File: config.mk
export PLATFORM = sky130hd
export DESIGN_NAME = regfile_arbiter
export DESIGN_NICKNAME = d
export VERILOG_FILES = /design/src/rtl/rf_arb_pkg.sv /design/src/rtl/regfile_arbiter.sv
export SDC_FILE = /design/constraint.sdc
export NUM_CORES = 1
export LEC_CHECK = 0
export CELL_PAD_IN_SITES_DETAIL_PLACEMENT = 0
export CELL_PAD_IN_SITES_GLOBAL_PLACEMENT = 2
export CORE_AREA = 2 2 88 90
export DETAILED_ROUTE_END_ITERATION = 12
export DIE_AREA = 0 0 90 92
export PLACE_DENSITY = 0.9
export SYNTH_ARGS = -nofsm -noshare
export SYNTH_HDL_FRONTEND = slang
export SYNTH_SLANG_ARGS = --single-unit
File: constraint.sdc
create_clock -name clk -period 3.42 [get_ports clk]
set_input_delay 0.684 -clock clk [delete_from_list [all_inputs] [get_ports clk]]
set_output_delay 0.684 -clock clk [all_outputs]
set_load 0.01 [all_outputs]
File: src/rtl/rf_arb_pkg.sv
// Shared definitions for the register-file port arbiter: FSM state encoding
// and the default address/data widths and UART guard length.
package rf_arb_pkg;

    typedef enum logic [1:0] {
        IDLE     = 2'd0,
        UART_OWN = 2'd1,
        INT_OWN  = 2'd2
    } arb_state_t;

    localparam int RF_ADDR_W    = 8;
    localparam int RF_DATA_W    = 8;
    localparam int RF_GUARD_CYC = 4;

    // Preemption counter width and its saturation point
    localparam int PREEMPT_W = 8;
    localparam logic [PREEMPT_W-1:0] PREEMPT_MAX = '1;

endpackage

File: src/rtl/regfile_arbiter.sv
// Arbiter for the single register-file port. The UART host path cannot stall,
// so whenever one of its strobes is high it owns the port combinationally.
// The internal master is served through a req/gnt handshake only after the
// UART has been quiet for a guard window, and is retried automatically when
// the UART steals the port from it.
module regfile_arbiter
    import rf_arb_pkg::*;
#(
    parameter int ADDR_W    = RF_ADDR_W,
    parameter int DATA_W    = RF_DATA_W,
    parameter int GUARD_CYC = RF_GUARD_CYC
) (
    input  logic                 clk,
    input  logic                 reset_n,
    input  logic                 uart_write,
    input  logic [ADDR_W-1:0]    uart_write_addr,
    input  logic [DATA_W-1:0]    uart_write_data,
    input  logic                 uart_read,
    input  logic [ADDR_W-1:0]    uart_read_addr,
    output logic [DATA_W-1:0]    uart_read_data,
    input  logic                 int_req,
    input  logic                 int_wr,
    input  logic [ADDR_W-1:0]    int_addr,
    input  logic [DATA_W-1:0]    int_wdata,
    output logic                 int_gnt,
    output logic [DATA_W-1:0]    int_rdata,
    output logic                 int_rvalid,
    output logic [PREEMPT_W-1:0] preempt_cnt,
    output logic                 rf_write,
    output logic [ADDR_W-1:0]    rf_write_addr,
    output logic [DATA_W-1:0]    rf_write_data,
    output logic                 rf_read,
    output logic [ADDR_W-1:0]    rf_read_addr,
    input  logic [DATA_W-1:0]    rf_read_data
);

    // A zero-length guard still needs a 1-bit counter
    localparam int GUARD_W = (GUARD_CYC < 1) ? 1 : $clog2(GUARD_CYC + 1);
    localparam logic [GUARD_W-1:0] GUARD_RELOAD = GUARD_W'(GUARD_CYC);

    arb_state_t         state;
    logic [GUARD_W-1:0] guard_cnt;
    logic               uart_act;

    assign uart_act       = uart_write | uart_read;
    assign uart_read_data = rf_read_data;

    // Port mux: UART first (write beats read), then an internal op in INT_OWN, else idle zeros
    always_comb begin
        rf_write      = 1'b0;
        rf_write_addr = '0;
        rf_write_data = '0;
        rf_read       = 1'b0;
        rf_read_addr  = '0;
        int_gnt       = 1'b0;
        if (uart_write) begin
            rf_write      = 1'b1;
            rf_write_addr = uart_write_addr;
            rf_write_data = uart_write_data;
        end else if (uart_read) begin
            rf_read      = 1'b1;
            rf_read_addr = uart_read_addr;
        end else if (state == INT_OWN) begin
            int_gnt = 1'b1;
            if (int_wr) begin
                rf_write      = 1'b1;
                rf_write_addr = int_addr;
                rf_write_data = int_wdata;
            end else begin
                rf_read      = 1'b1;
                rf_read_addr = int_addr;
            end
        end
    end

    // Ownership FSM with inline guard timer, preemption counter and read-data capture
    always_ff @(posedge clk or negedge reset_n) begin
        if (!reset_n) begin
            state       <= IDLE;
            guard_cnt   <= '0;
            preempt_cnt <= '0;
            int_rdata   <= '0;
            int_rvalid  <= 1'b0;
        end else begin
            int_rvalid <= 1'b0;
            case (state)
                IDLE: begin
                    if (uart_act) begin
                        state     <= UART_OWN;
                        guard_cnt <= GUARD_RELOAD;
                    end else if (int_req) begin
                        state <= INT_OWN;
                    end
                end
                UART_OWN: begin
                    if (uart_act) begin
                        guard_cnt <= GUARD_RELOAD;
                    end else if (guard_cnt == '0) begin
                        state <= IDLE;
                    end else begin
                        guard_cnt <= guard_cnt - 1'b1;
                    end
                end
                INT_OWN: begin
                    if (uart_act) begin
                        // Request stays pending at the master; it is reissued after the guard
                        state     <= UART_OWN;
                        guard_cnt <= GUARD_RELOAD;
                        if (preempt_cnt != PREEMPT_MAX) begin
                            preempt_cnt <= preempt_cnt + 1'b1;
                        end
                    end else begin
                        state <= IDLE;
                        if (!int_wr) begin
                            int_rdata  <= rf_read_data;
                            int_rvalid <= 1'b1;
                        end
                    end
                end
                default: state <= IDLE;
            endcase
        end
    end

endmodule

==> impl_metrics.json <==
{
  "wirelength_um": 4560,
  "layout-drive-gt1-share_pct": 15.2,
  "drc_errors": 0,
  "nets": 288,
  "dieArea_um2": 8280,
  "area_delta_synth_final_pct": 81.2,
  "run_status": "finished, final reports clean",
  "path_buf_inv": 2,
  "worst_pin_slew_ps": 434,
  "start_kind": "input pin",
  "gp_congestion": 0.725,
  "drt-pass1-iter-count": 4,
  "cts_setup_buffers": 0,
  "fin_util_pct": 34.7,
  "clk_pin_slew_worst_paths_ps": 90,
  "die_w_um": 90,
  "syn_area_per_cell_um2": 11.0,
  "whs_ps": 484,
  "cpPeakStageDelay_ps": 530,
  "cts_root_buf": "clkbuf_8",
  "fmax_ghz": 0.309,
  "ir_drop_mv": 0.187,
  "cts_tree": "done",
  "antenna_left": 0,
  "dp_cells": 328,
  "antenna_found_initial": 0,
  "period_share_pct": 94.7,
  "grt_pass1_wl_um": 7130,
  "final_cells": 332,
  "path_cells": "clkdlybuf4s50_1, nor2_1, and3_1, a22o_2, clkdlybuf4s50_1",
  "grt_pass1_vias": 1355,
  "crit_type": "input pin to output port",
  "drv_cap": 0,
  "hold_class": "register to register",
  "vias_per_cell": 4.15,
  "vias": 1378,
  "crit_arrival_ps": 2560,
  "cts_resized": 0,
  "min_period_ps": 3240,
  "holdBufCountCts": 0,
  "yosysSeqAreaShare_pct": 38.6,
  "grt.total_usage_pct": 10.7,
  "synth_cell_types": 37,
  "rsz0062_at_grt": "no",
  "die_h_um": 92,
  "grt_max_degree": 24,
  "start_util_pct": 19.1,
  "synthCells": 130,
  "drt_iter0_markers": 49,
  "insertion_delay_ps": 270,
  "cts_buffer_depth": 2,
  "dp_hpwl_um": 3690,
  "final_common_cell": "clkdlybuf4s50_1",
  "synth_seq_cells": 22,
  "hold_viol_final": 0,
  "maxSlewHeadroom_pct": 71.1,
  "numCtsBuffers": 3,
  "htreeDepth": 1,
  "tns_ps": 0,
  "power_w": 0.000689,
  "cpMostUsedCell": "clkdlybuf4s50_1",
  "io_pins": 106,
  "critPathRequiredTime_ps": 2740,
  "syn_nets": 187,
  "diodes": 0,
  "setup_violations": 0,
  "syn_area_um2": 1430,
  "slew_viol_final": 0,
  "crit_slowest_cell": "clkdlybuf4s50_1",
  "p_leak_nw": 1.04,
  "crit_fanout": 10,
  "synth_warnings": 0,
  "wl_per_cell_um": 13.7,
  "cpLargestDelayFamily": "buffers and inverters",
  "powerDensity_nw_per_um2": 267,
  "overflow": 0,
  "clock_skew_ps": 12.5,
  "cts.sinks": 22,
  "end_kind": "output port",
  "final_cell_mix": "105 x clkdlybuf4s50_1, 22 x dfrtp_1, 17 x a22o_1",
  "row_count": 32,
  "port_buffers": 105,
  "coreArea_um2": 7450
}
[metrics by stage]
step	instance area [um2]	setup WS [ps]
floorplan	1430	1160
global placement	2510	202
detailed placement	2510	132
CTS	2580	138
global route	2580	23.2
finish	2580	180
[sequential cells by signal (all words and copies together), names as in the netlist]
| signal | cells |
|---|---|
| int_rdata | 8 |
| state | 2 |
| guard_cnt | 3 |
| int_rvalid | 1 |
| preempt_cnt | 8 |
[report_power, final]
group	switching, W	leakage [nW]	internal (W)
clock network	0.0000872	0.0357	0.000156
logic	0.0000607	0.721	0.000113
registers	0.00000575	0.288	0.000266
total	0.000154	1.04	0.000536
[worst paths after layout]
| kind | cells past startpoint | endpoint | slack, ps | startpoint |
|---|---|---|---|---|
| min in group asynchronous | 2 | guard_cnt[1] | 750 | reset_n |
| worst min-delay path | 1 | guard_cnt[0] | 480 | guard_cnt[0] |
| worst min register to register | 1 | guard_cnt[0] | 480 | guard_cnt[0] |
| worst max-delay path | 5 | rf_read_addr[6] | 180 | uart_write |
| max in group asynchronous | 2 | int_rdata[5] | 2420 | reset_n |
| worst max register to register | 4 | int_rdata[4] | 1540 | state[0] |
[logic make-up after synthesis]
family / Yosys count / synth area share (%)
compound gates: 34 / 20.4
simple gates: 34 / 14.6
flops: 22 / 38.6
buf+inv: 21 / 11.2
mux: 13 / 10.7
xor+xnor: 3 / 1.84
fa+ha+maj: 3 / 2.63
[final cells by class]
class	instances	area (um2)
clock inverter	1	30.0
fill	781	4860
multi-input combinational	87	714
inverter	6	22.5
tap	102	128
timing repair buffer	111	1100
sequential	22	551
clock buffer	3	41.3
[Yosys cell counts]
master	n	area (um2)
and3b_1	1	8.76
a22o_2	6	60.1
nand2b_4	1	13.8
a31o_2	1	8.76
a31oi_1	1	6.26
a22o_1	17	149
clkbuf_1	2	7.51
a22oi_1	1	7.51
dfrtp_1	22	551
and3_1	1	6.26
buf_6	2	22.5
nor4_1	2	12.5
ha_1	3	37.5
xor2_1	1	8.76
nand4_1	2	12.5
inv_1	6	22.5
buf_4	8	60.1
a32oi_1	1	8.76
nand2b_1	2	12.5
nand3_1	5	25.0
o21ai_0	3	15.0
a21oi_1	1	5.00
nor2b_4	1	13.8
mux2_4	2	30.0
buf_12	1	20.0
a21o_2	1	8.76
mux2_2	10	113
o22ai_1	1	6.26
and3b_2	1	10.0
o221ai_2	1	15.0
clkbuf_8	2	27.5
nand2_1	4	15.0
xnor2_1	2	17.5
nor3_1	4	20.0
nor4b_4	1	23.8
nor2_1	9	33.8
mux2i_1	1	10.0
[routing by layer]
layer	global-route usage (%)	share of wire, %
met1	13.8	43
met2	18.4	52
met3	2.71	4.3
met4	1.54	0.70
met5	0	0
(Power assumes the default switching activity.)
